[config.mk]
export PLATFORM = sky130hd
export DESIGN_NAME = hex_uart_dumper
export DESIGN_NICKNAME = d
export VERILOG_FILES = /design/src/rtl/hex_dump_pkg.sv /design/src/rtl/uart_tx_byte.sv /design/src/rtl/hex_uart_dumper.sv
export SDC_FILE = /design/constraint.sdc
export NUM_CORES = 1
export LEC_CHECK = 0
export CORE_ASPECT_RATIO = 0.75
export CORE_MARGIN = 2
export CORE_UTILIZATION = 49
export CTS_BUF_LIST = sky130_fd_sc_hd__clkbuf_16
export CTS_CLUSTER_SIZE = 25
export DETAILED_ROUTE_END_ITERATION = 12
export PLACE_DENSITY = 0.73
export SKIP_CTS_REPAIR_TIMING = 1
export SLEW_MARGIN = 30
export SYNTH_ARGS = -nofsm -noshare
export SYNTH_HDL_FRONTEND = slang
export SYNTH_SLANG_ARGS = --single-unit
[constraint.sdc]
create_clock -name clk -period 2.5 [get_ports clk]
set_clock_uncertainty 0.15 [all_clocks]
set_input_delay 0.5 -clock clk [delete_from_list [all_inputs] [get_ports clk]]
set_output_delay 0.5 -clock clk [all_outputs]
set_load 0.005 [all_outputs]
[src/rtl/hex_dump_pkg.sv]
// Shared types and helpers for the hex UART dumper.
// Optional feature macro: HEX_UART_DUMPER_CRLF_EN adds the CR/LF terminator states.
package hex_dump_pkg;

  // Dumper FSM states; the terminator states only exist when CR/LF output is built in
  typedef enum logic [2:0] {
    ST_IDLE    = 3'd0,
    ST_LOAD    = 3'd1,
    ST_SEND    = 3'd2,
`ifdef HEX_UART_DUMPER_CRLF_EN
    ST_TERM_CR = 3'd4,
    ST_TERM_LF = 3'd5,
`endif
    ST_FIN     = 3'd3
  } dump_state_t;

  localparam logic [7:0] ASCII_CR = 8'h0D;
  localparam logic [7:0] ASCII_LF = 8'h0A;

  // Lowercase hex digit: 0-9 -> 0x30-0x39, a-f -> 0x61-0x66
  function automatic logic [7:0] nibble_to_ascii(input logic [3:0] nib);
    if (nib < 4'd10) begin
      return 8'h30 + {4'h0, nib};
    end else begin
      return 8'h57 + {4'h0, nib};
    end
  endfunction

endpackage

[src/rtl/uart_tx_byte.sv]
// 8N1 byte serializer: start bit, 8 data bits LSB first, stop bit, each CPB clocks.
// byte_valid is taken only while idle; byte_done is high during the last stop-bit cycle,
// so a byte offered in the following cycle starts after exactly one idle-high cycle.
module uart_tx_byte #(
  parameter int CPB = 104
) (
  input  logic       clk,
  input  logic       reset_n,
  input  logic       byte_valid,
  input  logic [7:0] byte_data,
  output logic       byte_done,
  output logic       tx
);

  localparam int TW = (CPB > 1) ? $clog2(CPB) : 1;
  localparam logic [TW-1:0] TIMER_LAST = TW'(CPB - 1);

  logic          active_reg;
  logic [TW-1:0] timer_reg;
  logic [3:0]    bit_idx_reg;   // 0 = start, 1..8 = data, 9 = stop
  logic [8:0]    frame_reg;     // remaining data bits followed by the stop bit
  logic          tx_reg;
  logic          bit_end;

  assign bit_end   = (timer_reg == TIMER_LAST);
  assign byte_done = active_reg && (bit_idx_reg == 4'd9) && bit_end;
  assign tx        = tx_reg;

  // Bit timer and frame shifter; the line is forced high the moment reset asserts
  always_ff @(posedge clk or negedge reset_n) begin
    if (!reset_n) begin
      active_reg  <= 1'b0;
      timer_reg   <= '0;
      bit_idx_reg <= 4'd0;
      frame_reg   <= '1;
      tx_reg      <= 1'b1;
    end else if (!active_reg) begin
      if (byte_valid) begin
        active_reg  <= 1'b1;
        timer_reg   <= '0;
        bit_idx_reg <= 4'd0;
        frame_reg   <= {1'b1, byte_data};
        tx_reg      <= 1'b0;
      end
    end else if (bit_end) begin
      timer_reg <= '0;
      if (bit_idx_reg == 4'd9) begin
        active_reg <= 1'b0;
        tx_reg     <= 1'b1;
      end else begin
        tx_reg      <= frame_reg[0];
        frame_reg   <= {1'b1, frame_reg[8:1]};
        bit_idx_reg <= bit_idx_reg + 4'd1;
      end
    end else begin
      timer_reg <= timer_reg + 1'b1;
    end
  end

endmodule

[src/rtl/hex_uart_dumper.sv]
// Handshaked hex dumper: captures a W-bit word and streams it as lowercase ASCII hex
// over an 8N1 UART line, one character per nibble, then pulses done.
// Build option: define HEX_UART_DUMPER_CRLF_EN to append CR LF after the last digit.
module hex_uart_dumper #(
  parameter int W         = 512,
  parameter int CLK_FREQ  = 1000000,
  parameter int BAUD      = 9600,
  parameter int MSN_FIRST = 1
) (
  input  logic         clk,
  input  logic         reset_n,
  input  logic         start_valid,
  output logic         start_ready,
  input  logic [W-1:0] data,
  output logic         busy,
  output logic         done,
  output logic         tx
);

  import hex_dump_pkg::*;

  localparam int CPB   = CLK_FREQ / BAUD;
  localparam int NCHAR = W / 4;
  localparam int CW    = $clog2(NCHAR + 1);

  if ((W % 4) != 0 || W < 4) begin : g_bad_width
    $error("hex_uart_dumper: W must be a positive multiple of 4");
  end
  if (CPB < 2) begin : g_bad_cpb
    $error("hex_uart_dumper: CLK_FREQ/BAUD must be at least 2");
  end

  dump_state_t   state_reg;
  logic [W-1:0]  shift_reg;
  logic [W-1:0]  shift_next;
  logic [CW-1:0] count_reg;
  logic [CW-1:0] count_next;
  logic          start_ready_reg;
  logic          busy_reg;
  logic          done_reg;
  logic [3:0]    cur_nibble;
  logic          last_char;
  logic          byte_valid;
  logic [7:0]    byte_data;
  logic          byte_done;
`ifdef HEX_UART_DUMPER_CRLF_EN
  logic          term_issued_reg;  // terminator byte already handed to the serializer
`endif

  // Nibble order: most significant first reads naturally, least significant first is raw order
  if (MSN_FIRST != 0) begin : g_msn
    assign cur_nibble = shift_reg[W-1 -: 4];
    assign shift_next = shift_reg << 4;
  end else begin : g_lsn
    assign cur_nibble = shift_reg[3:0];
    assign shift_next = shift_reg >> 4;
  end

  assign count_next  = count_reg + 1'b1;
  assign last_char   = (count_next == CW'(NCHAR));
  assign start_ready = start_ready_reg;
  assign busy        = busy_reg;
  assign done        = done_reg;

  // Byte offered to the serializer: one cycle per character, decoded from registered state
  always_comb begin
    byte_valid = 1'b0;
    byte_data  = nibble_to_ascii(cur_nibble);
    case (state_reg)
      ST_LOAD: byte_valid = 1'b1;
`ifdef HEX_UART_DUMPER_CRLF_EN
      ST_TERM_CR: begin
        byte_valid = !term_issued_reg;
        byte_data  = ASCII_CR;
      end
      ST_TERM_LF: begin
        byte_valid = !term_issued_reg;
        byte_data  = ASCII_LF;
      end
`endif
      default: byte_valid = 1'b0;
    endcase
  end

  // Dump sequencer with registered handshake, busy and done outputs
  always_ff @(posedge clk or negedge reset_n) begin
    if (!reset_n) begin
      state_reg       <= ST_IDLE;
      shift_reg       <= '0;
      count_reg       <= '0;
      start_ready_reg <= 1'b1;
      busy_reg        <= 1'b0;
      done_reg        <= 1'b0;
`ifdef HEX_UART_DUMPER_CRLF_EN
      term_issued_reg <= 1'b0;
`endif
    end else begin
      done_reg <= 1'b0;
      case (state_reg)
        ST_IDLE: begin
          if (start_valid && start_ready_reg) begin
            shift_reg       <= data;
            count_reg       <= '0;
            start_ready_reg <= 1'b0;
            busy_reg        <= 1'b1;
            state_reg       <= ST_LOAD;
          end
        end
        ST_LOAD: begin
          state_reg <= ST_SEND;
        end
        ST_SEND: begin
          if (byte_done) begin
            shift_reg <= shift_next;
            count_reg <= count_next;
            if (last_char) begin
`ifdef HEX_UART_DUMPER_CRLF_EN
              term_issued_reg <= 1'b0;
              state_reg       <= ST_TERM_CR;
`else
              done_reg  <= 1'b1;
              state_reg <= ST_FIN;
`endif
            end else begin
              state_reg <= ST_LOAD;
            end
          end
        end
`ifdef HEX_UART_DUMPER_CRLF_EN
        ST_TERM_CR: begin
          if (!term_issued_reg) begin
            term_issued_reg <= 1'b1;
          end else if (byte_done) begin
            term_issued_reg <= 1'b0;
            state_reg       <= ST_TERM_LF;
          end
        end
        ST_TERM_LF: begin
          if (!term_issued_reg) begin
            term_issued_reg <= 1'b1;
          end else if (byte_done) begin
            term_issued_reg <= 1'b0;
            done_reg        <= 1'b1;
            state_reg       <= ST_FIN;
          end
        end
`endif
        ST_FIN: begin
          start_ready_reg <= 1'b1;
          busy_reg        <= 1'b0;
          state_reg       <= ST_IDLE;
        end
        default: begin
          state_reg <= ST_IDLE;
        end
      endcase
    end
  end

  uart_tx_byte #(
    .CPB(CPB)
  ) u_uart_tx_byte (
    .clk       (clk),
    .reset_n   (reset_n),
    .byte_valid(byte_valid),
    .byte_data (byte_data),
    .byte_done (byte_done),
    .tx        (tx)
  );

endmodule

Word level (Yosys, flattened, before mapping)
Cells that the tools add are included.

Flip-flop bits (word level): 548. Output and inout bits: 4. Logic and storage cells: 77.

Add/sub/neg operators: 5. $lt $le $gt $ge: 1. Equal/unequal tests: 10. Muxes and demuxes: 38. Reduce and logical (&&, ||, !) cells: 12.

Operators by type and width (count): two-way mux 512 bit (2); case mux 512 bit (2 select lines) (1); two-way mux 9 bit (4); two-way mux 8 bit (3); two-way mux 7 bit (3); two-way mux 4 bit (4); case mux 8 bit (2 select lines) (1); two-way mux 1 bit (14); case mux 3 bit (3 select lines) (1); adder 7 x 4 -> 8 bit, first input constant (1); adder 8 x 1 -> 8 bit, second input constant (1); equality test 8 bit, second input constant (1); != test 2 bit, second input constant (4); adder 6 x 4 -> 7 bit, first input constant (1); adder 7 x 1 -> 7 bit, second input constant (1); equality test 7 bit, second input constant (1); equality test 3 x 2 -> 1 bit, second input constant (2); two-way mux 3 bit (2); AND reduction 2 bit (3); AND reduction 3 bit (2); nonzero test 2 bit (3); adder 4 x 1 -> 4 bit, second input constant (1); equality test 4 bit, second input constant (1); less-than comparator 4 bit, second input constant (1); other kinds (5) (8).

Logic depth before layout (Yosys ltp)
Gate-level depths: netlist (run 1).

Depth after elaboration: 5. Mapped depth: 9.

Hierarchy
Synthesis (run 1) repeated with hierarchy kept, for this count alone.

Cell total of the unflattened synthesis: 1843. Area, all modules: 32124.6 um^2.

By module, submodules not included: hex_uart_dumper (times used 1, cells each 1731, area each 30983.5 um^2, sequential area each 13138.9 um^2); uart_tx_byte (times used 1, cells each 112, area each 1141.1 um^2, sequential area each 536.8 um^2).

Worst setup path before layout (run 1)
Ideal clock, no wire load.

Path kind: reg-to-reg. From: register u_uart_tx_byte.timer_reg[3]. To: register u_uart_tx_byte.frame_reg[0]. Setup time: 0.085 ns. Data arrival time: 1.994 ns. Path slack: 0.271 ns. Stages on the path, launching flop included: 8. Clock period less this slack: 2.229 ns. Cells stage by stage: dfrtp_1 > buf_6 > or3b_4 > or3_1 > clkbuf_1 > a21o_1 > buf_6 > mux2_1.

Cells in the longest elaborated chain, start to end: 3.

RTL lines: start, declared (line uart_tx_byte.sv:19) `logic [TW-1:0] timer_reg;`; start signal, assigned (line uart_tx_byte.sv:56) `timer_reg <= timer_reg + 1'b1;`; equality test 7 bit (line uart_tx_byte.sv:25) `assign bit_end = (timer_reg == TIMER_LAST);`; != test 2 bit (no line); AND reduction 3 bit (no line); end signal, assigned (line uart_tx_byte.sv:42) `frame_reg <= {1'b1, byte_data};`; end signal, assigned (line uart_tx_byte.sv:52) `frame_reg <= {1'b1, frame_reg[8:1]};`; end, declared (line uart_tx_byte.sv:21) `logic [8:0] frame_reg;`.

No other way between the ends. A chain may end at the register's enable or synchronous reset.

Worst setup path after layout (run 1)
From: register u_uart_tx_byte.bit_idx_reg[1]. To: register shift_reg[475].

Cells in the longest elaborated chain, start to end: 5.

RTL lines: start, declared (line uart_tx_byte.sv:20) `logic [3:0] bit_idx_reg;`; start signal, assigned (line uart_tx_byte.sv:53) `bit_idx_reg <= bit_idx_reg + 4'd1;`; equality test 4 bit (line uart_tx_byte.sv:26) `assign byte_done = active_reg && (bit_idx_reg == 4'd9) && bit_end;`; logical AND 1 bit (2 in a row) (line uart_tx_byte.sv:26); != test 2 bit (no line); AND reduction 3 bit (no line); end signal, assigned (line hex_uart_dumper.sv:102) `shift_reg <= data;`; end signal, assigned (line hex_uart_dumper.sv:114) `shift_reg <= shift_next;`; end, declared (line hex_uart_dumper.sv:34) `logic [W-1:0] shift_reg;`.

No other way between the ends.

==> results of run 1 <==
==> per-stage QoR <==
step	area, µm²	instances
2_1_floorplan	25500	3036
3_3_place_gp	32000	4097
3_5_place_dp	32000	4097
4_1_cts	33700	4195
5_1_grt	33800	4203
6_report	33800	4203
==> cell families (layout without fill, tap and decap cells) <==
group / after synthesis / count (layout) / synth area share (%)
and+or+nand+nor: 1601 / 1601 / 26.6
AOI/OAI and AO/OA: 561 / 561 / 13.8
DFF: 546 / 546 / 53.6
buffers and inverters: 307 / 767 / 5.13
muxes: 12 / 12 / 0.505
adders and majority gates: 5 / 5 / 0.245
xor gates and xnor gates: 4 / 4 / 0.137
other: 0 / 4 / 0
==> power breakdown <==
group | internal (W) | switching, W | total, W
registers | 0.00883 | 0 | 0.00883
logic | 0.000800 | 0.000533 | 0.00133
clock network | 0.00447 | 0.00349 | 0.00796
==> per-layer routing <==
layer | GRT usage (%) | routed length [µm] | vias up
met1 | 41.6 | 34500 | 12000
li1 | - | - | 11400
met4 | 8.51 | 1990 | 0
met3 | 4.01 | 4960 | 132
met5 | 0 | 0 | -
met2 | 46.6 | 38400 | 947
==> Yosys cell counts (all sizes together) (2+ instances only) <==
cell type	count
nand2	1035
dfrtp	536
nor3	511
a31oi	510
clkbuf	179
buf	115
o21ai	23
inv	13
nor2	13
dfstp	10
nand3	10
a21oi	9
mux2	7
nor3b	6
nor4	6
a22o	5
ha	5
mux2i	5
a21o	4
and3	4
nand2b	4
a211oi	3
or3	3
xor2	3
and3b	2
nor2b	2
o21a	2
==> final timing paths <==
kind,to,slack [ns],cells after the start
max,shift_reg[475],0.06,9
min,shift_reg[352],0.29,2
max reg2reg,shift_reg[475],0.06,9
min reg2reg,u_uart_tx_byte.frame_reg[1],0.33,2
max in group asynchronous,shift_reg[108],1.00,4
min in group clk,shift_reg[142],0.32,3
==> worst max-delay path, cell delays in order, from the launching register on <==
cell and delay (ns):
dfrtp_1 0.41, inv_1 0.07, ha_1 0.15, nand4b_1 0.22, nor4_4 0.30, buf_4 0.19
buf_6 0.28, buf_12 0.27, nor3_1 0.10, a31oi_1 0.18
==> layout make-up <==
class,instances,area (µm²),share of cell area [%]
Clock buffer,53,1330,3.92
Tap cell,703,880,2.60
Inverter,13,56.3,0.167
Clock inverter,45,367,1.08
Sequential cell,546,13700,40.4
Multi-Input combinational cell,2183,10500,31.1
Timing Repair Buffer,656,6970,20.6
Antenna cell,4,10.0,0.0296
==> key figures, run 1 <==
Outcome
  – Status: finished, final reports clean

Logic synthesis
  – Post-Syn Area: 0.0255 mm²
  – Ys flop type: dfrtp_1
  – Net Count, Synth: 3556
  – Yosys reg bits: 546
  – Post-synthesis cell type count: 44
  – Synth Warn #: 0
  – Synth top area share: 52.6%
  – Area leader, netlist: dfrtp_1
  – Cells after Synth: 3036
  – Number of enable flip-flop cells after synthesis: 0
  – Synth area leaders: dfrtp_1 (53%), nand2_1 (15%), a31oi_1 (13%)
  – Post-synthesis sequential area ratio: 53.6%
  – Syn Area/Cell: 8.40 µm²
  – Asr flop ratio synth: 100%

Run
  – Max Cap Viol: 0

Routing
  – Via count: 24600
  – Routed Antenna Nets: 0
  – DRT Pass-1 Iters: 7
  – Post-DR vias/cell: 5.84
  – WL final: 79900 µm
  – DRC Markers: 0
  – DR WL/cell: 19.0 µm
  – Initial DRC count: 2602

Floorplanning
  – I/O Pins: 519
  – Die area: 0.0539 mm²
  – Area of the core: 0.0514 mm²
  – Die X: 267 µm
  – Row count: 72
  – Die Y-Extent: 202 µm
  – Initial cell density of the core: 49.6%

Clock tree
  – # H-tree levels: 2
  – CTS clock-pin slew for the worst setup and hold paths: 0.06 ns
  – Root Buffer: clkbuf_16
  – Worst-Skew Late Latency: 0.59 ns
  – Max Buffers Root-to-Sink: 3
  – CTS tree: done
  – Clock sinks: 546
  – CTS buffer count: 52

Critical path
  – Crit. End Element: register
  – Crit path kind: register to register
  – Crit path DAT: 2.79 ns
  – Beginning of the critical path: u_uart_tx_byte.bit_idx_reg[1]
  – R2R Path Start: u_uart_tx_byte.bit_idx_reg[1]
  – Worst Setup Start Kind: register
  – CP max FO: 49
  – Req. time, crit path: 2.86 ns

Power and ir drop
  – Power, Total: 0.0181 W
  – Maximum VDD drop: 0.460 mV
  – Power per cell area: 536 mW/mm²
  – P_leak: 15.7 nW

STA
  – Final Max Slew Viols: 0
  – Period Utilization, post-route: 97.4%
  – PnR worst setup slack: 0.0649 ns
  – F_max: 411 MHz
  – Hold Vio Cnt, Final: 0
  – Actual slew at the worst max-slew pin: 0.880 ns
  – Final min period: 2.44 ns
  – # setup viols final: 0
  – Worst hold margin: 0.291 ns
  – Relative slew slack: 41.1%
  – Setup TNS: 0 ns

Layout
  – # nets final: 3972
  – Commonest non-fill, non-tap cell in the layout: nand2_1
  – Number of flip-flops in the largest register: 512
  – Fraction of layout cells with a size suffix above 1: 6.66%
  – Fillers: 4073
  – Most frequent cells in the layout: nand2_1 (1035), dfrtp_1 (536), clkdlybuf4s50_1 (517), nor3_1 (511), a31oi_1 (510)
  – Layout area overhead: 32.6%
  – Final core utilization: 65.7%

Global route
  – All-Layer GR Usage: 29.2%
  – Antenna violations before repair: 4
  – First-pass GRT wire length: 128000 µm
  – Vias in the first global route: 24100
  – Largest net degree at the start of global routing: 131
  – Grt ovf: 0

Placement
  – Placer Congestion: 0.892
  – Place WS: 0.000364 ns
  – IO buf count: 518
  – Hpwl dp: 55400 µm

Min path
  – Worst hold path class: input port to asynchronous set/reset pin
No activity file was read; power rests on OpenSTA's default activity.
==> inputs of run 2 (changes only) <==
- clock period: 2.5 -> 2.55 ns (I/O delays scaled with it)
==> run 2 against run 1 <==
Against the previous run: clock power down 2%; power down 2.0%; critical path type unchanged; via count up 0.13%; first-iteration DRC count up 10%; die area unchanged; register-to-register slack better by 0.07 ns; sequential share of layout area up 0.29 points; routed wire length up 1.1%; largest cell class unchanged; highest routed layer is now met5; sequential power down 2%.
==> key figures, run 2 (same netlist as run 1, synthesis figures left out) <==
Outcome
  – Status: finished, final reports clean (unchanged)

Clock tree
  – # H-tree levels: 2 (unchanged)
  – Max Buffers Root-to-Sink: 3 (unchanged)
  – CTS tree: done (unchanged)
  – Clock sinks: 546 (unchanged)
  – Root Buffer: clkbuf_16 (unchanged)
  – Worst-Skew Late Latency: 0.59 ns (about the same)
  – CTS clock-pin slew for the worst setup and hold paths: 0.06 ns (about the same)
  – CTS buffer count: 54 (was 52)

Layout
  – Number of flip-flops in the largest register: 512 (unchanged)
  – Most frequent cells in the layout: nand2_1 (1035), dfrtp_1 (536), clkdlybuf4s50_1 (517), nor3_1 (511), a31oi_1 (510) (unchanged)
  – Commonest non-fill, non-tap cell in the layout: nand2_1 (unchanged)
  – Fillers: 4175 (was 4073)
  – Register area: 0.0137 mm² (unchanged)
  – Area of the multi-input gates: 0.0105 mm² (about the same)
  – # nets final: 3949 (was 3972)
  – Layout area overhead: 31.7% (was 32.6%)
  – Fraction of layout cells with a size suffix above 1: 5.82% (was 6.66%)

Critical path
  – Req. time, crit path: 2.91 ns (was 2.86 ns)
  – Crit. End Element: register (unchanged)
  – CP max FO: 45 (was 49)
  – Crit path kind: register to register (unchanged)
  – Reg2Reg Setup Slack: 0.14 ns (was 0.06 ns)
  – Worst Setup Start Kind: register (unchanged)
  – Crit path DAT: 2.77 ns (was 2.79 ns)

Power and ir drop
  – Maximum VDD drop: 0.495 mV (was 0.460 mV)
  – Power per cell area: 529 mW/mm² (was 536 mW/mm²)
  – Power, Total: 0.0178 W (was 0.0181 W)
  – P_leak: 15.5 nW (was 15.7 nW)

Routing
  – Initial DRC count: 2864 (was 2602)
  – DR WL/cell: 19.3 µm (was 19.0 µm)
  – WL final: 80700 µm (was 79900 µm)
  – Post-DR vias/cell: 5.89 (was 5.84)
  – DRT Pass-1 Iters: 6 (was 7)
  – Routed Antenna Nets: 0 (unchanged)
  – Via count: 24600 (about the same)
  – DRC Markers: 0 (unchanged)

Floorplanning
  – Die X: 267 µm (unchanged)
  – Area of the core: 0.0514 mm² (unchanged)
  – Row count: 72 (unchanged)
  – I/O Pins: 519 (unchanged)
  – Die Y-Extent: 202 µm (unchanged)
  – Initial cell density of the core: 49.6% (unchanged)
  – Die area: 0.0539 mm² (unchanged)

Global route
  – Busiest grt layer: met2 (unchanged)
  – Largest net degree at the start of global routing: 133 (was 131)
  – Vias in the first global route: 24100 (about the same)
  – Grt ovf: 0 (unchanged)
  – First-pass GRT wire length: 129000 µm (was 128000 µm)
  – Global Route met1 Usage: 42.0% (was 41.6%)
  – GR Layer Usage met3: 4.06% (was 4.01%)
  – Antenna violations before repair: 3 (was 4)
  – All-Layer GR Usage: 29.4% (was 29.2%)
  – Met2 GRT Util: 46.2% (was 46.6%)

STA
  – # setup viols final: 0 (unchanged)
  – Actual slew at the worst max-slew pin: 0.563 ns (was 0.880 ns)
  – Relative slew slack: 62.4% (was 41.1%)
  – Hold Vio Cnt, Final: 0 (unchanged)
  – Final min period: 2.41 ns (was 2.44 ns)
  – Period Utilization, post-route: 94.6% (was 97.4%)
  – Final Max Slew Viols: 0 (unchanged)
  – Worst hold margin: 0.286 ns (was 0.291 ns)
  – F_max: 415 MHz (was 411 MHz)

Placement
  – IO buf count: 518 (unchanged)
  – Placer Congestion: 0.877 (was 0.892)
  – Hpwl dp: 55100 µm (was 55400 µm)

Min path
  – Worst hold path class: input port to asynchronous set/reset pin (unchanged)

Run
  – Max Cap Viol: 0 (unchanged)
==> run 2: cell count changes in the layout (fill, tap and decap cells not counted), moves of 2 or more <==
cell | previous run | this run
buf_4 | 78 | 55
diode_2 | 4 | 2
buf_12 | 52 | 54
buf_16 | 3 | 0
clkinv_2 | 13 | 9
clkinv_4 | 2 | 0
clkinv_1 | 10 | 17
clkbuf_16 | 54 | 56
==> run 2: area by class of cell <==
cell class	instances	area share [%]
Inverter	13	0.168
Clock buffer	55	4.10
Tap cell	703	2.62
Timing Repair Buffer	631	20.1
Clock inverter	42	0.909
Multi-Input combinational cell	2183	31.4
Antenna cell	2	0.0149
Sequential cell	546	40.7
==> run 2: path summary, 6_finish.rpt <==
kind                                          endpoint                     startpoint  depth (start not counted)
min in group clk           u_uart_tx_byte.frame_reg[5]    u_uart_tx_byte.frame_reg[5]                          2
max in group asynchronous               shift_reg[283]                        reset_n                          4
min                                     shift_reg[352]                        reset_n                          2
min reg2reg                u_uart_tx_byte.frame_reg[5]    u_uart_tx_byte.frame_reg[5]                          2
max reg2reg                             shift_reg[331]  u_uart_tx_byte.bit_idx_reg[1]                          8
max                                     shift_reg[331]  u_uart_tx_byte.bit_idx_reg[1]                          8
==> run 2: critical path: stages (launching register included) <==
cell and delay, ns:
dfrtp_1 0.41, inv_1 0.07, ha_1 0.15, nand4b_1 0.18
nor4_4 0.38, clkbuf_16 0.38, buf_12 0.27, nor3_1 0.07
a31oi_1 0.17
==> run 2: report_power, final <==
part | switching (W) | internal, W
Sequential | 0 | 0.00866
Clock | 0.00341 | 0.00438
Combinational | 0.000518 | 0.000791
Total | 0.00393 | 0.0138
==> run 2: per-stage QoR <==
step	cells	utilization [%]	cell area [µm²]	TNS (ns)	worst slack, ns
finish	4175	65.3	33600	0	0.139
CTS	4170	65.2	33500	-0.00262	-0.00262
global placement	4073	61.9	31800	0	0.0174
floorplan	3036	-	25500	0	0.321
global route	4175	65.3	33600	-0.00238	-0.00238
detailed placement	4073	61.9	31800	0	0.0103
==> run 2: routing by layer <==
metal | wire [µm] | share of wire (%)
met4 | 2570 | 3.2
met2 | 38500 | 48
met1 | 34700 | 43
met5 | 12 | 0.015
met3 | 4920 | 6.1
==> inputs of run 3 (changes only) <==
- CORE_UTILIZATION: 49 -> 39
- CTS_CLUSTER_DIAMETER: not set -> 30
- PLACE_DENSITY: 0.73 -> 0.59
==> run 3 against run 2 <==
Against the previous run: power rose by 42%; sequential cell count did not move; worst hold slack got worse by 0.11 ns; sequential power barely moved; critical endpoint is now shift_reg[171]; critical path type unchanged; cell count rose by 6.9%.
==> key figures, run 3 (same netlist as run 1, synthesis figures left out) <==
Outcome
  – Status: finished, final reports clean (unchanged)

Power and ir drop
  – Power per cell area: 699 mW/mm² (was 529 mW/mm²)
  – Sw frac: 22.9% (was 22.1%)
  – Power share of the combinational group: 5.3% (was 7.4%)
  – Maximum VDD drop: 0.560 mV (was 0.495 mV)
  – P_leak: 16.6 nW (was 15.5 nW)
  – Clock power frac: 60.3% (was 43.9%)
  – Switching pwr: 0.00578 W (was 0.00393 W)
  – Sequential cell fraction of total power: 34.4% (was 48.8%)
  – Internal Power: 0.0195 W (was 0.0138 W)

Global route
  – Antenna violations before repair: 4 (was 3)
  – Grt ovf: 0 (unchanged)
  – Largest net degree at the start of global routing: 150 (was 133)
  – All-Layer GR Usage: 24.7% (was 29.4%)
  – Vias in the first global route: 24700 (was 24100)
  – First-pass GRT wire length: 135000 µm (was 129000 µm)

Routing
  – Met3 Wirelength: 5150 µm (was 4920 µm)
  – DRT Pass-1 Iters: 5 (was 6)
  – Via count: 24700 (was 24600)
  – Metal2 WL: 40000 µm (was 38500 µm)
  – Routed Antenna Nets: 0 (unchanged)
  – DRC Markers: 0 (unchanged)
  – Initial DRC count: 2174 (was 2864)
  – DR WL/cell: 19.1 µm (was 19.3 µm)
  – Top Metal Used: met5 (unchanged)
  – WL final: 85400 µm (was 80700 µm)
  – Post-DR vias/cell: 5.54 (was 5.89)
  – Metal1 wirelength: 37600 µm (was 34700 µm)

STA
  – Period Utilization, post-route: 95.6% (was 94.6%)
  – Actual slew at the worst max-slew pin: 0.861 ns (was 0.563 ns)
  – RSZ-0062 raised after global routing: no
  – Setup TNS: 0 ns (unchanged)
  – Final Max Slew Viols: 0 (unchanged)
  – F_max: 410 MHz (was 415 MHz)
  – Final min period: 2.44 ns (was 2.41 ns)
  – Relative slew slack: 42.4% (was 62.4%)
  – Hold Vio Cnt, Final: 0 (unchanged)
  – # setup viols final: 0 (unchanged)

Layout
  – Fraction of layout cells with a size suffix above 1: 9.19% (was 5.82%)
  – Commonest non-fill, non-tap cell in the layout: nand2_1 (unchanged)
  – Layout area overhead: 41.7% (was 31.7%)
  – Register area: 0.0137 mm² (unchanged)
  – Most frequent cells in the layout: nand2_1 (1035), dfrtp_1 (536), clkdlybuf4s50_1 (517), nor3_1 (510), a31oi_1 (510) (was nand2_1 (1035), dfrtp_1 (536), clkdlybuf4s50_1 (517), nor3_1 (511), a31oi_1 (510))
  – Area of the multi-input gates: 0.0105 mm² (about the same)
  – Fillers: 5790 (was 4175)
  – # nets final: 4012 (was 3949)
  – Number of flip-flops in the largest register: 512 (unchanged)
  – Post-route cell area: 0.0361 mm² (was 0.0336 mm²)
  – Post-Layout Cell Count: 4464 (was 4175)

Critical path
  – Worst Setup Start Kind: register (unchanged)
  – Crit path kind: register to register (unchanged)
  – Worst-case reg-to-reg path depth: 7 (was 8)
  – R2R Path Start: u_uart_tx_byte.timer_reg[6] (was u_uart_tx_byte.bit_idx_reg[1])
  – Beginning of the critical path: u_uart_tx_byte.timer_reg[6] (was u_uart_tx_byte.bit_idx_reg[1])
  – Req. time, crit path: 2.96 ns (was 2.91 ns)
  – Crit path DAT: 2.84 ns (was 2.77 ns)
  – CP max FO: 23 (was 45)
  – Crit. End Element: register (unchanged)
  – Critical R2R Capture: shift_reg[171] (was shift_reg[331])
  – Reg2Reg Setup Slack: 0.11 ns (was 0.14 ns)

Run
  – Max Cap Viol: 0 (unchanged)

Clock tree
  – Root Buffer: clkbuf_16 (unchanged)
  – CTS clock-pin slew for the worst setup and hold paths: 0.05 ns (was 0.06 ns)
  – # H-tree levels: 3 (was 2)
  – Max Buffers Root-to-Sink: 3 (unchanged)
  – Clock sinks: 546 (unchanged)
  – CTS buffer count: 115 (was 54)
  – CTS tree: done (unchanged)
  – Worst-Skew Late Latency: 0.66 ns (was 0.59 ns)

Floorplanning
  – Die Y-Extent: 225 µm (was 202 µm)
  – Row count: 81 (was 72)
  – Initial cell density of the core: 39.2% (was 49.6%)
  – I/O Pins: 519 (unchanged)
  – Area of the core: 0.0650 mm² (was 0.0514 mm²)
  – Die X: 299 µm (was 267 µm)
  – Die area: 0.0675 mm² (was 0.0539 mm²)

Placement
  – Post-placement cell area: 0.0320 mm² (was 0.0318 mm²)
  – Hpwl dp: 57700 µm (was 55100 µm)
  – Placer Congestion: 0.840 (was 0.877)
  – IO buf count: 518 (unchanged)
  – Placed insts: 4243 (was 4073)

Min path
  – Worst hold path class: input port to asynchronous set/reset pin (unchanged)
[run 3: cell count changes in the layout (fill, tap and decap cells not counted), moves of 3 or more]
cell / previous run / this run
clkinv_4: 0 / 14
buf_12: 54 / 47
clkinv_1: 17 / 14
bufinv_16: 5 / 16
inv_1: 22 / 19
clkinv_2: 9 / 12
buf_16: 0 / 4
buf_4: 55 / 60
inv_6: 1 / 13
clkinvlp_4: 0 / 18
clkbuf_16: 56 / 118
[run 3: layout make-up]
class	count	share of cell area, %
Timing Repair Buffer	633	18.7
Sequential cell	546	37.9
Clock buffer	116	8.03
Multi-Input combinational cell	2183	29.2
Clock inverter	100	3.04
Inverter	13	0.156
Antenna cell	2	0.0139
Tap cell	871	3.02
[run 3: critical path, stage by stage, from the launching register on]
cell	delay [ns]
dfrtp_1	0.41
or3b_4	0.45
nor4_4	0.37
buf_12	0.24
buf_16	0.22
buf_4	0.23
nor3_1	0.07
a31oi_1	0.17
[run 3: stage by stage]
stage	hold WS [ns]	total power, W	utilization, %	worst slack (ns)
global route	0.168	0.0260	55.6	0.00769
CTS	-0.467	0.0255	55.5	0.101
floorplan	0.0644	0.00898	-	0.321
detailed placement	0.250	0.0102	49.3	-0.0937
global placement	0.239	0.0102	49.3	-0.0236
finish	0.172	0.0252	55.6	0.113
[run 3: power groups by stage]
| stage | Sequential (W) | Clock (W) | Combinational, W |
|---|---|---|---|
| floorplan | 0.00882 | 0 | 0.000155 |
| global placement | 0.00882 | 0 | 0.00134 |
| detailed placement | 0.00882 | 0 | 0.00134 |
| finish | 0.00868 | 0.0152 | 0.00133 |
| CTS | 0.00868 | 0.0154 | 0.00135 |
| global route | 0.00868 | 0.0159 | 0.00143 |
[run 3: worst max-delay path by stage]
stage | endpoint | slack, ns | cells past startpoint
2_1_floorplan | u_uart_tx_byte.frame_reg[0] | 0.32 | 7
3_3_place_gp | shift_reg[493] | -0.02 | 7
3_5_place_dp | shift_reg[285] | -0.09 | 8
4_1_cts | tx | 0.10 | 1
5_1_grt | shift_reg[410] | 0.008 | 6
6_report | shift_reg[171] | 0.11 | 7
[run 3: metal layers]
metal  global-route usage, %  vias to the layer above
met2                    39.1                      888
met3                    4.38                      158
met5                       0                        -
met4                    9.27                        4
met1                    34.0                    12100
li1                        -                    11600
